### config.mk
export PLATFORM = sky130hd
export DESIGN_NAME = jk_excitation_driver
export DESIGN_NICKNAME = d
export VERILOG_FILES = /design/src/rtl/jk_drv_pkg.sv /design/src/rtl/jk_bank.sv /design/src/rtl/jk_excitation_driver.sv
export SDC_FILE = /design/constraint.sdc
export NUM_CORES = 1
export LEC_CHECK = 0
export ABC_AREA = 1
export BUFFER_PORTS_ARGS = -buffer_cell sky130_fd_sc_hd__buf_2
export CORE_MARGIN = 4
export CORE_UTILIZATION = 50
export CTS_CLUSTER_SIZE = 10
export DETAILED_ROUTE_END_ITERATION = 8
export GPL_ROUTABILITY_DRIVEN = 1
export PLACE_DENSITY_LB_ADDON = 0.2
export SYNTH_ARGS = -nofsm -noshare
export SYNTH_HDL_FRONTEND = slang
export SYNTH_SLANG_ARGS = --single-unit
### constraint.sdc
create_clock -name clk -period 1.56 [get_ports clk]
set_input_delay 0.312 -clock clk [delete_from_list [all_inputs] [get_ports clk]]
set_output_delay 0.312 -clock clk [all_outputs]
set_load 0.02 [all_outputs]
### src/rtl/jk_drv_pkg.sv
// jk_drv_pkg: shared FSM state, request mode constants and the JK excitation function.
// Macro JK_TOGGLE_EN: when defined, changing bits drive J=K=1 (toggle) instead of set/reset.
package jk_drv_pkg;
  typedef enum logic {IDLE, DRIVE} state_e;
  localparam logic MODE_JUMP = 1'b0;
  localparam logic MODE_COUNT = 1'b1;
  // Returns {j, k} that moves one JK cell from cur to nxt; unchanged bits get J=K=0.
  function automatic logic [1:0] excite(input logic cur, input logic nxt);
`ifdef JK_TOGGLE_EN
    return {cur ^ nxt, cur ^ nxt};
`else
    return {~cur & nxt, cur & ~nxt};
`endif
  endfunction
endpackage

### src/rtl/jk_bank.sv
// jk_bank: WIDTH JK flip-flops with asynchronous active-high reset to 0.
// Ports: clk, reset, j_i/k_i (per-bit drive), q_o (bank value).
module jk_bank #(
  parameter int WIDTH = 8
) (
  input  logic             clk,
  input  logic             reset,
  input  logic [WIDTH-1:0] j_i,
  input  logic [WIDTH-1:0] k_i,
  output logic [WIDTH-1:0] q_o
);
  logic [WIDTH-1:0] q_q;
  logic [WIDTH-1:0] q_d;
  assign q_d = (j_i & ~q_q) | (~k_i & q_q);
  always_ff @(posedge clk or posedge reset)
    if (reset) q_q <= '0;
    else q_q <= q_d;
  assign q_o = q_q;
endmodule

### src/rtl/jk_excitation_driver.sv
// jk_excitation_driver: drives J/K for an external JK bank so it reaches a requested target.
// Ports: clk, reset (async, active high); tgt_valid/tgt_ready/tgt_data/tgt_mode request handshake
// (mode 0 = jump, 1 = count by one per step); j/k registered drive; jk_valid marks a step;
// q_model is the modelled bank value; done pulses when the bank reaches the target.
// Macro JK_TOGGLE_EN selects toggle-style drive; bank values and timing are unchanged.
module jk_excitation_driver
  import jk_drv_pkg::*;
#(
  parameter int WIDTH = 8
) (
  input  logic             clk,
  input  logic             reset,
  input  logic             tgt_valid,
  output logic             tgt_ready,
  input  logic [WIDTH-1:0] tgt_data,
  input  logic             tgt_mode,
  output logic [WIDTH-1:0] j,
  output logic [WIDTH-1:0] k,
  output logic             jk_valid,
  output logic [WIDTH-1:0] q_model,
  output logic             done
);
  state_e           state_q;
  logic [WIDTH-1:0] tgt_q;
  logic             mode_q;
  logic             dir_q;
  logic [WIDTH-1:0] p_q;
  logic [WIDTH-1:0] n_d;
  logic [WIDTH-1:0] j_d;
  logic [WIDTH-1:0] k_d;
  logic [WIDTH-1:0] j_q;
  logic [WIDTH-1:0] k_q;
  logic             jk_valid_q;
  logic             done_q;
  // p_q is the bank value once every issued step has landed; the count direction is fixed
  // at accept so the count stops at the target and never wraps.
  assign n_d = (mode_q == MODE_JUMP) ? tgt_q : dir_q ? p_q + WIDTH'(1) : p_q - WIDTH'(1);
  for (genvar i = 0; i < WIDTH; i++) begin : g_ex
    assign {j_d[i], k_d[i]} = excite(p_q[i], n_d[i]);
  end
  always_ff @(posedge clk or posedge reset)
    if (reset) begin
      state_q    <= IDLE;
      tgt_q      <= '0;
      mode_q     <= MODE_JUMP;
      dir_q      <= 1'b0;
      p_q        <= '0;
      j_q        <= '0;
      k_q        <= '0;
      jk_valid_q <= 1'b0;
      done_q     <= 1'b0;
    end else if (state_q == IDLE) begin
      j_q        <= '0;
      k_q        <= '0;
      jk_valid_q <= 1'b0;
      done_q     <= 1'b0;
      if (tgt_valid) begin
        tgt_q   <= tgt_data;
        mode_q  <= tgt_mode;
        dir_q   <= tgt_data > q_model;
        state_q <= DRIVE;
      end
    end else if (p_q != tgt_q) begin
      j_q        <= j_d;
      k_q        <= k_d;
      jk_valid_q <= 1'b1;
      p_q        <= n_d;
    end else begin
      j_q        <= '0;
      k_q        <= '0;
      jk_valid_q <= 1'b0;
      done_q     <= 1'b1;
      state_q    <= IDLE;
    end
  jk_bank #(.WIDTH(WIDTH)) u_bank (
    .clk  (clk),
    .reset(reset),
    .j_i  (j_q),
    .k_i  (k_q),
    .q_o  (q_model)
  );
  assign tgt_ready = (state_q == IDLE);
  assign j         = j_q;
  assign k         = k_q;
  assign jk_valid  = jk_valid_q;
  assign done      = done_q;
endmodule
* Word level (Yosys, flattened, before mapping) *
Index checks and enable logic that the tools add are counted.

word-level totals
  bits in registers = 45
  bits in latches = 0
  RAM bits = 0
  memory bits (read-only) = 0
  bits of input ports = 12
  logic and storage cells = 67
  memories = 0

cells by class
  $add $sub $neg = 2
  $mul = 0
  div/mod/pow operators = 0
  magnitude comparators = 1
  equal/unequal tests = 2
  shift operators = 0
  multiplexer cells = 12
  bitwise logic cells = 38
  reductions and logical operators = 2

operators by type and width
  kind                   count
  $mux W8                6
  $not A1 Y1             17
  $and A1 B1 Y1          16
  $and A8 B8 Y8          2
  $not A8 Y8             2
  $add A8 B1 Y8 const B  1
  $gt A8 B8 Y1           1
  $ne A8 B8 Y1           1
  $or A8 B8 Y8           1
  $sub A8 B1 Y8 const B  1
  $mux W1                6
  $reduce_and A2 Y1      2
  $ne A2 B2 Y1 const B   1

* Longest topological paths before layout *
Gate-level depths: netlist of run 1.

  depth after elaboration = 7
  depth in mapped cells = 11
  depth with buffers taken out = 11

* By module *
Synthesis of run 1 repeated with hierarchy kept, for this count alone.

second synthesis, totals
  cells, all modules = 301
  area total of the unflattened synthesis = 2426.1 um^2

modules (own cells, without submodules)
  module                instances  cells an instance  area each (um^2)  seq. area each (um^2)
  jk_excitation_driver  1          252                2072.0            925.9
  jk_bank               1          49                 354.1             200.2

* Least setup slack after synthesis of run 1 *
No wires, ideal clock.

  kind = reg2reg
  start point = register dir_q
  end point = register p_q[6]
  library setup time = 0.119 ns
  arrival = 1.596 ns
  data required time = 1.441 ns
  setup slack = -0.156 ns
  cell stages (with the launch flop) = 10
  cell sequence = dfrtp_1 -> inv_1 -> ha_1 -> or2_2 -> nand3b_1 -> nand2_1 -> nand2_1 -> nand3_1 -> nand3_1 -> nand2_1

between the ends
  word-level cells in the longest chain between the ends = 2

ends and longest elaborated chain
  element                   line                        RTL
  start: declaration        jk_excitation_driver.sv:26  logic dir_q;
  start signal: assignment  jk_excitation_driver.sv:60  dir_q <= tgt_data > q_model;
  $mux W8 (2 in a row)      jk_excitation_driver.sv:37  assign n_d = (mode_q == MODE_JUMP) ? tgt_q : dir_q ? p_q + WIDTH'(1) : p_q - WIDTH'(1);
  end signal: assignment    jk_excitation_driver.sv:67  p_q <= n_d;
  end: declaration          jk_excitation_driver.sv:27  logic [WIDTH-1:0] p_q;

Every way passes these cells.
A chain may end at the register's enable or synchronous reset.

* Final worst setup path of run 1 *
  start point = register dir_q
  end point = register p_q[7]

The elaborated chain is that of the path after synthesis.

==> run metrics, run 1 <==
GR Overflow Total 0; synth top area cells dfrtp_1, nand2_1, ha_1, inv_1, o21ai_0; uppermost layer routed met4; CTS tree yes; clock group share of total power 0.365; Clock Path Buffers 2; Via Count 2,012; status finished, violations left; DRT iter0 DRCs ~110; num rows 24; cell accounting for the most synthesized area dfrtp_1; FMAX 591 MHz; Clock Tree Root clkbuf_8; Ys Warns 0; commonest cells in the netlist nand2_1, dfrtp_1, inv_1, o21ai_0, nor2_1; arrival time at the worst endpoint about 1.9 ns; DRC viols 0; launching element type of the critical path register; area occupied by multi-input gates 0.00125 mm2; gr usage total 0.196; vias per cell 5.04; Yosys top cell area share 0.487; routed len/inst ~14 um; CP Class reg2reg; total count of hold-check failures in the final report 0; die height roughly 76 um; P per Cell Area slightly above 600 mW/mm2; failing checks negative setup slack; Place WS -0.158 ns; Final min period roughly 1.7 ns; number of global-route vias before repair between 1,500 and 2,000; CTS Buf Count 5; Final WS setup -0.132 ns; Clk pin slew, worst setup/hold paths 0.08 ns; syn_nets around 300; Hold Crit Class in2async; slew margin rel. 0.669; element type at the critical path end register; first-pass GRT wire length a little over 9 mm; Pint around 1.5 mW; area delta synth->final 36.6%; Post-synth EDFFs 0; Initial Utilization 0.524; critical path peak fanout 6; FFs w/ async S/R, synth 1.00; cell count after synthesis between 200 and 300; number of antenna diodes 0; RSZ-0062 raised after global routing true; Setup Skew about 0.0042 ns; NetSw just over 400 uW; metal3 WL 203 um; CTS sink cnt 45; register area 0.00113 mm2; part of the power in combinational logic 0.037; hold_buf cts 0; Worst-Skew Late Latency 0.29 ns; sw frac 0.208; Req. time, crit path 1.74 ns; antenna viol nets, final 0; most common cell in the synthesized netlist nand2_1; Leak 1.68 nW; total wire length around 5.6 mm; max-slew violations 0; First-pass DRT Iterations 4; met1 WL 2.54 mm; htree depth 2; WL met2 2.74 mm; core area 0.00441 mm2; Synth Area per Inst 8.38 um2; worst vdd ir 0.531 mV; placer congestion estimate 0.854; Final setup viols 18; Final #Nets 374; Overall Power 1.95 mW; fillers 341; Final Cycle Share 1.08; Synth Cell Area approximately 0.0023 mm2; IO buf count 38; sequential-to-total area share from yosys stat 0.487; I/O pins 39; max_cap viols 0; largest net degree at the start of global routing between 40 and 50; initial antenna violation count 0; sequential share of power 0.598; fraction of layout cells with a size suffix above 1 0.406; FF+latch count, synth 45; synth unique cells 25; Main synth FF type dfrtp_1; die area 0.00578 mm2; width of the die 76.0 um; HPWL after detailed placement 3.85 mm; worst slew pin tran 0.491 ns
## routing by layer
metal | global-route usage | vias up
met5 | 0 | -
met4 | 0.0658 | 0
met3 | 0.0461 | 10
met2 | 0.310 | 42
met1 | 0.265 | 945
li1 | - | 1015
## critical path: stages, from the launching register on
cell,delay [ns]
dfrtp_2,0.42
clkinv_4,0.13
buf_12,0.15
ha_4,0.28
nand2_4,0.05
nor2_2,0.09
nand3_2,0.09
nand2_1,0.06
nand2_1,0.05
nand2_1,0.06
nand2_2,0.06
nand3_2,0.08
nand2_1,0.06
## layout make-up
type / instances / area share
Timing Repair Buffer: 67 / 0.149
Inverter: 39 / 0.0487
Sequential cell: 45 / 0.357
Multi-Input combinational cell: 189 / 0.397
Tap cell: 52 / 0.0206
Clock buffer: 7 / 0.0273
## worst paths after layout
check / startpoint / to / slack [ns] / depth (start not counted)
worst max-delay path: dir_q$_DFFE_PP0P_ / p_q[7]$_DFFE_PP0P_ / -0.13 / 12
worst min-delay path: reset / jk_valid$_DFF_PP0_ / 0.05 / 3
worst max register to register: dir_q$_DFFE_PP0P_ / p_q[7]$_DFFE_PP0P_ / -0.13 / 12
worst min register to register: k[0]$_DFF_PP0_ / u_bank.q_o[0]$_DFF_PP0_ / 0.43 / 1
max in group asynchronous: reset / dir_q$_DFFE_PP0P_ / 1.29 / 3
min in group clk: tgt_mode / mode_q$_DFFE_PP0P_ / 0.23 / 3
## registers in the layout (all words and copies together) (netlist names)
signal	flops
j	8
k	8
p_q	8
tgt_q	8
u_bank.q_o	8
dir_q	1
done	1
jk_valid	1
mode_q	1
state_q	1
## metrics by stage
| stage | area (um2) | hold WS [ns] | TNS, ns | utilization | instances |
|---|---|---|---|---|---|
| 6_report | 3160 | 0.0463 | -1.11 | 0.715 | 399 |
| 4_1_cts | 3010 | 0.0524 | -1.46 | 0.682 | 395 |
| 5_1_grt | 3160 | 0.0643 | -3.11 | 0.715 | 399 |
| 2_1_floorplan | 2410 | 0.433 | -0.0293 | - | 276 |
| 3_5_place_dp | 2850 | 0.364 | -1.66 | 0.645 | 386 |
| 3_3_place_gp | 2850 | 0.364 | -0.976 | 0.645 | 386 |
## power groups by stage
stage / registers, mW / clock network (mW) / logic (mW)
floorplan: 1.19 / 0 / 0.0328
global placement: 1.19 / 0 / 0.0710
detailed placement: 1.19 / 0 / 0.0710
CTS: 1.17 / 0.725 / 0.0715
global route: 1.17 / 0.789 / 0.0844
finish: 1.17 / 0.711 / 0.0725
## layout by cell type (no fill, tap or decap)
master / Yosys / final
xor2_1: 2 / 2
clkbuf_1: 0 / 1
nor3_1: 6 / 2
nor2_4: 1 / 2
buf_6: 0 / 3
buf_4: 0 / 22
inv_4: 0 / 1
a21oi_1: 9 / 6
a31oi_1: 2 / 1
ha_1: 14 / 9
inv_1: 35 / 28
nand3_1: 11 / 4
o21ai_0: 22 / 21
fa_2: 0 / 1
buf_12: 0 / 4
o21ai_2: 5 / 6
clkinv_4: 0 / 1
clkbuf_8: 0 / 6
a21oi_2: 3 / 6
and2_0: 1 / 1
inv_2: 4 / 9
nand3_2: 0 / 7
nand3b_1: 2 / 2
buf_2: 1 / 38
ha_4: 0 / 5
nor2_8: 1 / 1
dfrtp_2: 0 / 2
nor2_1: 20 / 14
a31oi_4: 0 / 1
nand2_1: 82 / 72
o22ai_2: 0 / 2
nand2_2: 2 / 7
nand2_4: 0 / 5
or2_4: 0 / 3
dfrtp_1: 45 / 43
nor3_2: 0 / 4
nor2_2: 0 / 5
## cells by family (layout without fill, tap and decap cells)
family                   count (synthesis)  count (layout)  share of synthesized area
XOR/XNOR                                 2               2                    0.00758
adder cells (fa/ha/maj)                 15              15                     0.0844
AND/OR/NAND/NOR                        129             129                      0.239
AO/OA/AOI/OAI                           43              43                      0.108
buffers and inverters                   42             113                     0.0741
flip-flops                              45              45                      0.487
## what timing repair did
| action | in CTS | in global routing |
|---|---|---|
| setup buffers | 2 | 4 |
| resized for setup | 14 | 35 |
| setup endpoints to repair | 20 | 26 |
| pin swaps | 10 | 17 |
Note: power is estimated with default switching activity, not from simulation.
==> run 2: changes to the inputs <==
--- a/config.mk
+++ b/config.mk
@@ -5,7 +5,6 @@
 export SDC_FILE = /design/constraint.sdc
 export NUM_CORES = 1
 export LEC_CHECK = 0
-export ABC_AREA = 1
 export BUFFER_PORTS_ARGS = -buffer_cell sky130_fd_sc_hd__buf_2
 export CORE_MARGIN = 4
 export CORE_UTILIZATION = 50
==> run 2 against run 1 <==
The run still ends with negative setup slack left. Combinational power rose to 81 times the previous value. Register-to-register slack worse by 0.33 ns. Wire length is 12% higher. Flip-flop and latch count is the same. Clock skew rose by 0.0064 ns. Global-route usage up 4.9 points. Critical path type unchanged. Largest cell class unchanged.
==> run metrics, run 2 <==
worst-path cell chain clkinv_4 > ha_4 > a211oi_4 > buf_4 > o31ai_4 > xor2_1 > mux2i_2 > and3_1; fillers 243 (-29%); max_cap viols 0 (unchanged); arrival time at the worst endpoint 2.27 ns (+0.39 ns); total count of hold-check failures in the final report 0 (unchanged); Post-synth EDFFs 0 (unchanged); Hold Slack 0.0242 ns (-0.0221 ns); critical path peak fanout 7 (+1); worst vdd ir 1.45 mV (+170%); placer congestion estimate 0.847 (-0.83%); sequential-to-total area share from yosys stat 0.512 (+0.0252); status finished, violations left; area delta synth->final 47.4%; WL met2 3.20 mm (+17%); uppermost layer routed met4; core area 0.00412 mm2 (-6.8%); Final min period 2.02 ns (+0.332 ns); total wire length 6.33 mm (+12%); antenna viol nets, final 0 (unchanged); vias per cell 5.40 (+7.1%); DRT iter0 DRCs 110 (+0.92%); number of global-route vias before repair 1,986 (-0.60%); number of antenna diodes 0 (unchanged); Worst R2R Setup Slack -0.46 ns (-0.33 ns); Cells after DPL 337 (-13%); commonest cells in the netlist dfrtp_1, nand2_1, inv_1, ha_1, o21ai_0; Max stage delay on crit path 0.42 ns (about the same); Req. time, crit path 1.81 ns (+0.07 ns); element type at the critical path end register; most frequent cells in the layout dfrtp_1, buf_2, nand2_1, buf_4, inv_1; max-slew violations 0 (unchanged); sequential share of power 0.245 (-0.353); routed len/inst 17.6 um (+25%); First-pass DRT Iterations 4 (unchanged); cell accounting for the most synthesized area dfrtp_1; clock group share of total power 0.088 (-0.277); design area 0.00324 mm2 (+2.6%); htree depth 2 (unchanged); Pint 4.88 mW (+220%); Clk pin slew, worst setup/hold paths 0.09 ns (about the same); RSZ-0062 raised after global routing true; worst slew pin tran 0.587 ns (+0.0961 ns); post-layout util 0.787 (+0.0717); synth top area cells dfrtp_1, ha_1, nand2_1, xnor2_1, inv_1; most common cell in the synthesized netlist dfrtp_1; cell count after synthesis 223 (-19%); final std cells w/o fill 360 (-9.8%); CP Class reg2reg; Via Count 1,944 (-3.4%); worst setup path start dir_q$_DFFE_PP0P_; launching element type of the critical path register; Final Cycle Share 1.30 (+0.213); die area 0.00552 mm2 (-4.4%); DRC viols 0 (unchanged); Initial Utilization 0.534 (+0.0104); gr usage total 0.245 (+0.0488); worst setup path end k[5]$_DFF_PP0_; IO buf count 38 (unchanged); Stages on worst setup path 8 (-4); Leak 1.57 nW (-6.6%); Setup Skew 0.0106 ns (+0.00640 ns); commonest non-fill, non-tap cell in the layout dfrtp_1; Final setup viols 26 (+8); Hold Crit Class in2async; cell family with most CP delay flip-flops; CTS tree yes; Clock Path Buffers 2 (unchanged); synth unique cells 38 (+52%); metal3 WL 319 um (+57%); CTS sink cnt 45 (unchanged); P per Cell Area 2720 mW/mm2 (+340%); syn_nets 250 (-17%); slowest stage cell, crit path dfrtp_2; fraction of layout cells with a size suffix above 1 0.484 (+0.0775); Bufs and invs on worst path 2 (unchanged); FFs w/ async S/R, synth 1.00 (unchanged); Overall Power 8.82 mW (+350%); area occupied by multi-input gates 0.00129 mm2 (+3.0%); initial antenna violation count 0 (unchanged); CTS Buf Count 5 (unchanged); met1 WL 2.65 mm (+4.2%); GR Overflow Total 0 (unchanged); die height 74.3 um (-2.2%); hold_buf cts 0 (unchanged); Worst-Skew Late Latency 0.31 ns (+0.02 ns); part of the power in combinational logic 0.667 (+0.630); num rows 23 (-4.2%); Synth Cell Area 0.00220 mm2 (-4.9%); FF-to-FF Start dir_q$_DFFE_PP0P_; Main synth FF type dfrtp_1; I/O pins 39 (unchanged); FF+latch count, synth 45 (unchanged); Final WS setup -0.464 ns (-0.332 ns); Clock Tree Root clkbuf_8; failing checks negative setup slack; register area 0.00113 mm2 (+0.11%); first-pass GRT wire length 9.92 mm (+7.2%); Yosys top cell area share 0.512 (+0.0252); Reg-to-Reg End k[5]$_DFF_PP0_; NetSw 3.94 mW (+870%); Synth Area per Inst 9.86 um2 (+18%); slew margin rel. 0.607 (-0.0624); FMAX 494 MHz (-16%); Ys Warns 0 (unchanged); largest net degree at the start of global routing 46 (unchanged); HPWL after detailed placement 4.00 mm (+3.7%); sw frac 0.447 (+0.239); placed instance area 0.00277 mm2 (-2.9%); Final #Nets 336 (-10%); reg2reg path depth 8 (-4); width of the die 74.3 um (-2.2%)
[run 2: timing repair]
| action | 4_1_cts | 5_1_grt |
|---|---|---|
| setup buffers | 8 | 11 |
| pin swaps | 14 | 22 |
| endpoints found under the setup margin | 25 | 27 |
| resized for setup | 27 | 36 |
| cloned | 1 | 0 |
[run 2: routing by layer]
layer / vias to the layer above / GRT usage
met5: - / 0
met4: 0 / 0.0968
li1: 941 / -
met1: 930 / 0.325
met2: 59 / 0.404
met3: 14 / 0.0405
[run 2: how the worst min path moves through the flow]
| stage | startpoint | endpoint | slack, ns |
|---|---|---|---|
| after floorplan | tgt_data[1] | tgt_q[1]$_DFFE_PP0P_ | 0.42 |
| after global placement | reset | tgt_q[6]$_DFFE_PP0P_ | 0.37 |
| after detailed placement | reset | tgt_q[6]$_DFFE_PP0P_ | 0.37 |
| after CTS | reset | tgt_q[6]$_DFFE_PP0P_ | 0.04 |
| after global routing | reset | tgt_q[6]$_DFFE_PP0P_ | 0.05 |
| final | reset | tgt_q[6]$_DFFE_PP0P_ | 0.02 |
[run 2: area by class of cell]
class | count | share of cell area
inverter | 20 | 0.0263
multi-input combinational | 154 | 0.399
clock buffer | 8 | 0.0278
timing repair buffer | 83 | 0.179
sequential | 45 | 0.349
tap | 50 | 0.0193
[run 2: power by group through the flow]
stage                     clock (mW)  combinational [mW]  sequential, mW
after CTS                      0.771                5.08            2.13
final                          0.772                5.88            2.16
after floorplan                    0                2.46            2.50
after global routing           0.828                6.39            2.24
after detailed placement           0                4.41            2.13
after global placement             0                4.27            2.11
[run 2: cell families (layout without fill, tap and decap cells)]
logic type                 after synthesis  after routing  share of synthesized area
and+or+nand+nor                         76             76                      0.160
buffers and inverters                   24            111                     0.0421
DFF                                     45             45                      0.512
muxes                                    2              2                    0.00911
xor gates and xnor gates                10             10                     0.0398
adders and majority gates               15             15                     0.0888
AOI/OAI and AO/OA                       51             51                      0.148
[run 2: tightest hold or removal path: stages]
cell      delay [ns]
buf_2           0.10
clkinv_1        0.06
buf_12          0.24
[run 2: stage by stage]
| step | worst slack, ns | setup TNS (ns) |
|---|---|---|
| after global placement | -0.369 | -4.25 |
| final | -0.464 | -6.65 |
| after floorplan | -0.277 | -2.28 |
| after detailed placement | -0.408 | -5.12 |
| after CTS | -0.410 | -4.59 |
| after global routing | -0.531 | -8.52 |
==> run 3: changes to the inputs <==
--- a/config.mk
+++ b/config.mk
@@ -8,10 +8,11 @@
 export BUFFER_PORTS_ARGS = -buffer_cell sky130_fd_sc_hd__buf_2
 export CORE_MARGIN = 4
 export CORE_UTILIZATION = 50
-export CTS_CLUSTER_SIZE = 10
+export CTS_CLUSTER_SIZE = 30
 export DETAILED_ROUTE_END_ITERATION = 8
 export GPL_ROUTABILITY_DRIVEN = 1
 export PLACE_DENSITY_LB_ADDON = 0.2
+export RECOVER_POWER = 50
 export SYNTH_ARGS = -nofsm -noshare
 export SYNTH_HDL_FRONTEND = slang
 export SYNTH_SLANG_ARGS = --single-unit
==> constraint.sdc (replaced) <==
create_clock -name clk -period 1.56 [get_ports clk]
set_input_delay 0.078 -clock clk [delete_from_list [all_inputs] [get_ports clk]]
set_output_delay 0.078 -clock clk [all_outputs]
set_load 0.02 [all_outputs]
==> run 3 against run 2 <==
The run still ends with negative setup slack left. Non-clock buffer count is 5 higher. Sequential power hardly changed. First-iteration DRC count is 25% higher. Worst hold slack worse by 0.014 ns. Design area is 1.0% lower. Cell count is 1.1% higher. Setup slack better by 0.018 ns. Critical path depth is 1 lower.
==> run metrics, run 3 (same netlist as run 2, synthesis figures left out) <==
Initial Utilization 0.534 (unchanged); element type at the critical path end register; failing checks negative setup slack; FMAX 499 MHz (+0.91%); setup TNS -5.83 ns (+0.815 ns); CTS sink cnt 45 (unchanged); Worst-Skew Late Latency 0.30 ns (about the same); Cells after DPL 339 (+0.59%); placer congestion estimate 0.851 (+0.50%); HPWL after detailed placement 4.06 mm (+1.7%); Pint 4.87 mW (-0.20%); gr usage total 0.240 (-0.00500); num rows 23 (unchanged); DRC viols 0 (unchanged); post-layout util 0.779 (-0.00791); worst vdd ir 1.39 mV (-4.0%); First-pass DRT Iterations 4 (unchanged); fraction of layout cells with a size suffix above 1 0.411 (-0.0730); placed instance area 0.00278 mm2 (+0.54%); Clock Path Buffers 2 (unchanged); number of antenna diodes 0 (unchanged); Final WS setup -0.445 ns (+0.0182 ns); DRT iter0 DRCs 138 (+25%); final std cells w/o fill 364 (+1.1%); CTS tree yes; Final Cycle Share 1.29 (-0.0117); fillers 263 (+8.2%); Via Count 2,027 (+4.3%); Final #Nets 341 (+1.5%); sequential share of power 0.251 (+0.006); arrival time at the worst endpoint 2.20 ns (-0.07 ns); width of the die 74.3 um (unchanged); design area 0.00321 mm2 (-1.0%); die height 74.3 um (unchanged); I/O pins 39 (unchanged); total wire length 6.33 mm (about the same); Clock Tree Root clkbuf_8; launching element type of the critical path register; IO buf count 38 (unchanged); area delta synth->final 45.9%; clock group share of total power 0.098 (+0.010); sw frac 0.439 (-0.00802); Place WS -0.427 ns (-0.0192 ns); die area 0.00552 mm2 (unchanged); total count of hold-check failures in the final report 0 (unchanged); part of the power in combinational logic 0.651 (-0.016); number of global-route vias before repair 1,986 (unchanged); critical path peak fanout 7 (unchanged); first-pass GRT wire length 9.74 mm (-1.9%); Final min period 2.01 ns (-0.0182 ns); Overall Power 8.67 mW (-1.6%); Setup Skew 0.00922 ns (-0.00141 ns); initial antenna violation count 0 (unchanged); worst slew pin tran 0.705 ns (+0.118 ns); slew margin rel. 0.530 (-0.0766); CTS Buf Count 5 (unchanged); Hold Crit Class in2reg; largest net degree at the start of global routing 30 (-35%); antenna viol nets, final 0 (unchanged); htree depth 2 (unchanged); most frequent cells in the layout dfrtp_1, nand2_1, buf_2, buf_4, inv_1; Final setup viols 25 (-3.8%); max-slew violations 0 (unchanged); Req. time, crit path 1.76 ns (-0.05 ns); CP Class reg2reg; RSZ-0062 raised after global routing true; max_cap viols 0 (unchanged); status finished, violations left; vias per cell 5.57 (+3.1%); routed len/inst 17.4 um (-1.0%); P per Cell Area 2700 mW/mm2 (-0.63%); core area 0.00412 mm2 (unchanged); Hold Slack 0.00974 ns (-0.0145 ns); Clk pin slew, worst setup/hold paths 0.08 ns (about the same); GR Overflow Total 0 (unchanged); commonest non-fill, non-tap cell in the layout dfrtp_1; Leak 1.57 nW (about the same); NetSw 3.81 mW (-3.4%)
run 3: changes by cell type in the layout (fill, tap and decap cells not counted), moves of 3 or more:
cell | previous run | this run
nor2_1 | 5 | 8
dlygate4sd3_1 | 0 | 6
buf_2 | 38 | 35
inv_1 | 10 | 13
nor3_1 | 5 | 8
nor3_2 | 5 | 1
inv_2 | 6 | 3
run 3: power by group through the flow:
stage / combinational (mW) / clock [mW] / sequential [mW]
floorplan: 2.46 / 0 / 2.50
global placement: 4.28 / 0 / 2.11
detailed placement: 4.41 / 0 / 2.13
CTS: 5.14 / 0.863 / 2.15
global route: 6.09 / 0.906 / 2.23
finish: 5.65 / 0.850 / 2.18
run 3: worst paths after layout:
kind,from,to,slack [ns],depth (start not counted)
hold reg to reg,k[6]$_DFF_PP0_,u_bank.q_o[6]$_DFF_PP0_,0.44,1
max in group asynchronous,reset,u_bank.q_o[4]$_DFF_PP0_,0.15,5
setup reg to reg,dir_q$_DFFE_PP0P_,k[7]$_DFF_PP0_,-0.45,7
min in group asynchronous,reset,u_bank.q_o[7]$_DFF_PP0_,0.30,3
hold / removal,tgt_data[5],tgt_q[5]$_DFFE_PP0P_,0.01,3
setup / recovery,dir_q$_DFFE_PP0P_,k[7]$_DFF_PP0_,-0.45,7
run 3: worst max-delay path: stages (launching register included):
cell	delay, ns
dfrtp_2	0.41
clkinv_4	0.13
ha_4	0.26
a21oi_2	0.21
o21ai_1	0.13
a2111o_1	0.44
o221a_4	0.14
and3_4	0.17
run 3: timing repair:
item	4_1_cts	5_1_grt
setup endpoints to repair	24	27
endpoints found under the hold margin	19	0
pin swaps	16	11
setup buffers	8	6
hold buffers	6	0
gates cloned	1	0
gates resized for setup	30	14
run 3: per-layer routing:
layer  GRT usage  part of all wire  vias to the layer above
met5           0                 0                        -
met2       0.391              0.49                       62
met3      0.0554             0.047                       14
li1            -                 -                      953
met4      0.0810             0.022                        0
met1       0.319              0.44                      998
run 3: final cells by class:
cell class                      count  area [um2]  area share
Multi-Input combinational cell    154        1220       0.382
Clock buffer                        5        68.8      0.0215
Inverter                           20        82.6      0.0258
Tap cell                           50        62.6      0.0195
Sequential cell                    45        1130       0.352
Clock inverter                      2        35.0      0.0109
Timing Repair Buffer               88         604       0.188
